===== src/rtl/seq_header_parser_v2.sv =====
// AV1 sequence OBU front-end parser: OBU header, LEB128 size, operating points and
// frame dimensions, read from an MSB-first bit window with per-cycle consume control.
module seq_header_parser_v2 #(
  parameter int unsigned  DATA_W  = 64,
  parameter int unsigned  MAX_OPS = 32,
  localparam int unsigned LEN_W   = $clog2(DATA_W + 1)
) (
  input  logic              clk,
  input  logic              rst,
  input  logic [DATA_W-1:0] data_in,
  input  logic              avail,
  input  logic              start,
  output logic              consume,
  output logic [LEN_W-1:0]  consume_len,
  output logic              busy,
  output logic              done,
  output logic              error,
  output logic [2:0]        err_code,
  output logic [55:0]       obu_size,
  output logic [2:0]        seq_profile,
  output logic              still_picture,
  output logic              reduced_still,
  output logic [5:0]        op_cnt,
  output logic [4:0]        seq_level_idx0,
  output logic              seq_tier0,
  output logic [4:0]        frame_width_bits,
  output logic [4:0]        frame_height_bits,
  output logic [15:0]       max_width_m1,
  output logic [15:0]       max_height_m1
);

  localparam int unsigned WIN_W  = 64;
  localparam int unsigned SIZE_W = 56;

  typedef enum logic [2:0] {
    S_IDLE, S_HDR, S_LEB, S_SEQ, S_OPS, S_DIMS, S_WIDTH, S_HEIGHT
  } state_t;

  state_t           state;
  logic [2:0]       err_code_q;
  logic [5:0]       op_idx;
  logic             idp_q;
  logic [WIN_W-1:0] win;

  assign win = data_in[DATA_W-1 -: WIN_W];

  // LEB128: first byte with a clear continuation bit terminates the field
  logic [3:0]        leb_n;
  logic              leb_found;
  logic [SIZE_W-1:0] leb_val;

  always_comb begin
    leb_n     = '0;
    leb_found = 1'b0;
    leb_val   = '0;
    for (int i = 0; i < 8; i++) begin
      if (!leb_found) begin
        leb_val = leb_val | (SIZE_W'(win[62-8*i -: 7]) << (7 * i));
        if (!win[63-8*i]) begin
          leb_found = 1'b1;
          leb_n     = 4'(i + 1);
        end
      end
    end
  end

  // Operating point: idc(12) level(5) [tier if level>7] [present [delay(4)] if idp]
  logic [4:0] op_level;
  logic       op_gt7;
  logic       op_tier;
  logic       op_present;
  logic [4:0] op_len;

  assign op_level   = win[51:47];
  assign op_gt7     = (op_level > 5'd7);
  assign op_tier    = op_gt7 & win[46];
  assign op_present = op_gt7 ? win[45] : win[46];
  assign op_len     = 5'd17 + 5'(op_gt7) + 5'(idp_q) + ((idp_q && op_present) ? 5'd4 : 5'd0);

  logic        ops_too_many;
  logic [15:0] field_w;
  logic [15:0] field_h;

  assign ops_too_many = ((6'(win[56:52]) + 6'd1) > 6'(MAX_OPS));
  assign field_w      = win[63:48] >> (5'd16 - frame_width_bits);
  assign field_h      = win[63:48] >> (5'd16 - frame_height_bits);

  // Per-state step decode: bits to drop, or abort with a cause
  logic [LEN_W-1:0] step_len;
  logic             step_abort;
  logic [2:0]       step_code;

  always_comb begin
    step_len   = '0;
    step_abort = 1'b0;
    step_code  = 3'd0;
    case (state)
      S_HDR: begin
        if (win[63] || (win[62:59] != 4'd1)) begin
          step_abort = 1'b1;
          step_code  = 3'd1;
        end else if (!win[57]) begin
          step_abort = 1'b1;
          step_code  = 3'd2;
        end else begin
          step_len = win[58] ? LEN_W'(16) : LEN_W'(8);
        end
      end
      S_LEB: begin
        if (!leb_found) begin
          step_abort = 1'b1;
          step_code  = 3'd4;
        end else begin
          step_len = LEN_W'({leb_n, 3'b000});
        end
      end
      S_SEQ: begin
        if (win[59]) begin
          step_len = LEN_W'(10);
        end else if (win[58] || ops_too_many) begin
          step_abort = 1'b1;
          step_code  = 3'd3;
        end else begin
          step_len = LEN_W'(12);
        end
      end
      S_OPS:    step_len = LEN_W'(op_len);
      S_DIMS:   step_len = LEN_W'(8);
      S_WIDTH:  step_len = LEN_W'(frame_width_bits);
      S_HEIGHT: step_len = LEN_W'(frame_height_bits);
      default:  ;
    endcase
  end

  logic take;

  assign take        = avail && !rst && (state != S_IDLE);
  assign consume     = take && !step_abort;
  assign consume_len = consume ? step_len : '0;
  assign done        = take && (state == S_HEIGHT);
  assign error       = take && step_abort;
  assign err_code    = error ? step_code : err_code_q;
  assign busy        = (state != S_IDLE);

  always_ff @(posedge clk) begin
    if (rst || (state == S_IDLE && start)) begin
      state             <= rst ? S_IDLE : S_HDR;
      err_code_q        <= '0;
      op_idx            <= '0;
      idp_q             <= 1'b0;
      obu_size          <= '0;
      seq_profile       <= '0;
      still_picture     <= 1'b0;
      reduced_still     <= 1'b0;
      op_cnt            <= '0;
      seq_level_idx0    <= '0;
      seq_tier0         <= 1'b0;
      frame_width_bits  <= '0;
      frame_height_bits <= '0;
      max_width_m1      <= '0;
      max_height_m1     <= '0;
    end else if (state != S_IDLE && avail) begin
      if (step_abort) begin
        state      <= S_IDLE;
        err_code_q <= step_code;
      end else begin
        case (state)
          S_HDR: state <= S_LEB;
          S_LEB: begin
            obu_size <= leb_val;
            state    <= S_SEQ;
          end
          S_SEQ: begin
            seq_profile   <= win[63:61];
            still_picture <= win[60];
            reduced_still <= win[59];
            if (win[59]) begin
              op_cnt         <= 6'd1;
              seq_level_idx0 <= win[58:54];
              seq_tier0      <= 1'b0;
              state          <= S_DIMS;
            end else begin
              op_cnt <= 6'(win[56:52]) + 6'd1;
              idp_q  <= win[57];
              op_idx <= '0;
              state  <= S_OPS;
            end
          end
          S_OPS: begin
            if (op_idx == 6'd0) begin
              seq_level_idx0 <= op_level;
              seq_tier0      <= op_tier;
            end
            op_idx <= op_idx + 6'd1;
            if ((op_idx + 6'd1) == op_cnt) state <= S_DIMS;
          end
          S_DIMS: begin
            frame_width_bits  <= 5'(win[63:60]) + 5'd1;
            frame_height_bits <= 5'(win[59:56]) + 5'd1;
            state             <= S_WIDTH;
          end
          S_WIDTH: begin
            max_width_m1 <= field_w;
            state        <= S_HEIGHT;
          end
          S_HEIGHT: begin
            max_height_m1 <= field_h;
            state         <= S_IDLE;
          end
          default: state <= S_IDLE;
        endcase
      end
    end
  end

endmodule

===== config.mk =====
export PLATFORM = sky130hd
export DESIGN_NAME = seq_header_parser_v2
export DESIGN_NICKNAME = d
export VERILOG_FILES = /design/src/rtl/seq_header_parser_v2.sv
export SDC_FILE = /design/constraint.sdc
export NUM_CORES = 1
export LEC_CHECK = 0
export ABC_AREA = 0
export CORE_MARGIN = 1.5
export CORE_UTILIZATION = 33
export CTS_CLUSTER_SIZE = 20
export DETAILED_ROUTE_END_ITERATION = 7
export MAX_ROUTING_LAYER = met4
export PLACE_DENSITY = 0.57
export SKIP_CTS_REPAIR_TIMING = 1
export SLEW_MARGIN = 40
export SYNTH_ARGS = -nofsm -noshare
export SYNTH_HDL_FRONTEND = slang
export SYNTH_SLANG_ARGS = --single-unit

===== constraint.sdc =====
create_clock -name clk -period 6.7 [get_ports clk]
set_input_delay 1.34 -clock clk [delete_from_list [all_inputs] [get_ports clk]]
set_output_delay 1.34 -clock clk [all_outputs]
set_load 0.02 [all_outputs]

==> out/qor.txt, run 1 <==
Cells along the critical path -> clkdlybuf4s50_1 > nor2_1 > a41oi_4 > nor3_4 > nand2_4 > a311oi_1 > clkdlybuf4s50_1
Util after Layout -> 0.4673
Max-slew violations -> 0
Detailed Place HPWL -> 17.72 mm
FF-to-FF Start -> state[0]
IO Count -> 197
Finished Cell Area -> 9762 µm²
Leakage -> 3.318 nW
Worst-Skew Late Latency -> 0.43 ns
Full die area -> 22030 µm²
Max VDD drop -> 0.0002033 V
Worst setup path startpoint -> data_in[63]
Slowest stage cell, crit path -> clkdlybuf4s50_1
Longest Clk Path Bufs -> 2
Most frequent cells in the layout -> 196 x clkdlybuf4s50_1, 125 x dfxtp_1, 112 x nand2_1
Fill cell count -> 2027
Async SR Flop Fraction -> 0
Final period demand of the worst path -> 5.998 ns
Avg WL per Cell -> 19.51 µm
GRT overflow -> 0
WL final -> 24.88 mm
FF+latch area -> 2592 µm²
Leading cell type in the layout, fill and taps excluded -> clkdlybuf4s50_1
Remaining DRCs -> 0
Fin Setup TNS -> 0 ns
CP Capture Type -> output port
Synth Cell Area -> 6980 µm²
Nets -> 1062
RSZ-0062 raised after global routing -> false
Achievable clock frequency -> 166.7 MHz
FF-to-FF setup slack -> 3.61 ns
Sequential-to-total area share from yosys stat -> 0.3714
Width of the die -> 148.4 µm
Max Fanout on Critical Path -> 14
Fin Hold WS -> 0.4507 ns
Worst Path Arrival -> 4.66 ns
Most frequent CP cell -> clkdlybuf4s50_1
Die H -> 148.4 µm
Max cap viols -> 0
Initial core utilization -> 0.3342
Slowest stage delay, CP -> 0.72 ns
Status -> complete, no violations
Endpoints failing setup -> 0
CTS H-Tree Depth -> 4
CTS sink count -> 128
Cells after Synth -> 819
Antenna viol nets, final -> 0
Multi-input gate area -> 4058 µm²
Post-Syn Nets -> 895
Clock skew -> 0.009141 ns
Synth-to-layout area growth -> 39.85%
Initial antenna violation count -> 1
Number of distinct library cells after synthesis -> 74
GPL Wtd Cong -> 0.8967
Via/cell ratio -> 5.405
Total track usage -> 0.2330
WP data required -> 5.36 ns
Final number of hold-violating endpoints -> 0
Via count -> 6891
Worst-path clk slew -> 0.06 ns
Pwr dens -> 272.5 nW/µm²
CTS Buf Count -> 17
Hold path startpoint -> max_height_m1[2]
Drt first pass iters -> 5
IO buf count -> 196
Row count -> 53
Element type at the critical path start -> input port
Root Driver -> clkbuf_16
Crit share post-route -> 0.8953
Largest net degree at the start of global routing -> 78
Share of cells above drive strength 1 -> 0.1081
CTS tree -> yes
Setup CP Type -> in -> out
Worst slew pin tran -> 0.7980 ns
FF+latch count, synth -> 128
Tightest Hold Check Type -> reg -> reg
Post-synth EDFFs -> 3
Synth Warn # -> 0
Max-slew headroom -> 0.4664
Design Power -> 2.660 mW
Cell Area, Placed -> 9183 µm²
Top_reg_cell synth -> dfxtp_1
Syn Area/Cell -> 8.523 µm²
Core footprint -> 20890 µm²
Initial DRC Count -> 525
First-pass GRT wire length -> 38.49 mm
Vias in the first global route -> 6598
## power by group
part	leakage (nW)	internal (mW)	switching [mW]
clock network	0.278	0.522	0.398
logic	2.00	0.332	0.540
registers	1.04	0.803	0.0642
## kinds of logic (layout without fill, tap and decap cells)
logic type / Yosys count / after routing / share of synthesized area
simple gates: 325 / 325 / 0.2294
xor+xnor: 29 / 29 / 0.03639
mux: 59 / 59 / 0.1201
flops: 128 / 128 / 0.3714
compound gates: 184 / 184 / 0.1740
other cells: 0 / 1 / 0
buf+inv: 86 / 266 / 0.05431
fa+ha+maj: 8 / 8 / 0.01434
## sequential cells by signal, summed over array words and instances (netlist names)
name,cells
max_height_m1,16
frame_height_bits,5
op_idx,6
max_width_m1,16
op_cnt,6
reduced_still,1
seq_profile,3
seq_tier0,1
idp_q,1
still_picture,1
obu_size,56
err_code_q,3
state,3
frame_width_bits,5
seq_level_idx0,5
## per-layer routing
metal | up-vias | global-route usage | routed length (µm)
met5 | - | - | 0
met4 | 0 | 0.05099 | 240
met3 | 16 | 0.05307 | 1847
met2 | 277 | 0.3574 | 11590
met1 | 3290 | 0.3132 | 11210
li1 | 3308 | - | -
## layout make-up
| class | instances | share of cell area |
|---|---|---|
| well taps | 275 | 0.03525 |
| diodes | 1 | 0.0002563 |
| repair buffers | 218 | 0.2183 |
| multi-input cells | 605 | 0.4157 |
| inverters | 16 | 0.006152 |
| clock inverters | 15 | 0.01525 |
| flip-flops and latches | 128 | 0.2656 |
| clock buffers | 17 | 0.04358 |
## worst paths after layout
check / endpoint / depth (start not counted)
setup / recovery: consume_len[3] / 7
hold / removal: max_height_m1[2] / 1
setup reg to reg: op_idx[0] / 5
hold reg to reg: max_height_m1[2] / 1
## cell usage after synthesis, drive strengths merged (19+ instances only)
master	n	share of area
dfxtp	125	0.36
nor2	58	0.032
a21oi	58	0.042
clkbuf	34	0.018
o21ai	42	0.030
nor3	26	0.023
mux2i	32	0.046
buf	36	0.027
nand3	70	0.050
nand2	113	0.062
mux4	19	0.061
xnor2	21	0.026
## worst max-delay path, delay by kind of cell
kind,cells,cell delay [ns]
buf+inv,2,1.43
simple gates,3,1.12
compound gates,2,0.75
## stage by stage
step                      instances  worst slack [ns]
after global routing           1275            0.6053
final                          1275            0.7018
after detailed placement       1242            0.8100
after CTS                      1274            0.7953
after global placement         1241            0.8621
after floorplan                 819             2.223
Note: power is estimated with default switching activity, not from simulation.
==> run 2, diff against run 1 <==
--- a/config.mk
+++ b/config.mk
@@ -8,7 +8,7 @@
 export ABC_AREA = 0
 export CORE_MARGIN = 1.5
 export CORE_UTILIZATION = 33
-export CTS_CLUSTER_SIZE = 20
+export CTS_CLUSTER_SIZE = 30
 export DETAILED_ROUTE_END_ITERATION = 7
 export MAX_ROUTING_LAYER = met4
 export PLACE_DENSITY = 0.57
==> results of run 2 <==
The final DEF is identical to that of run 1; final timing and power are the same.
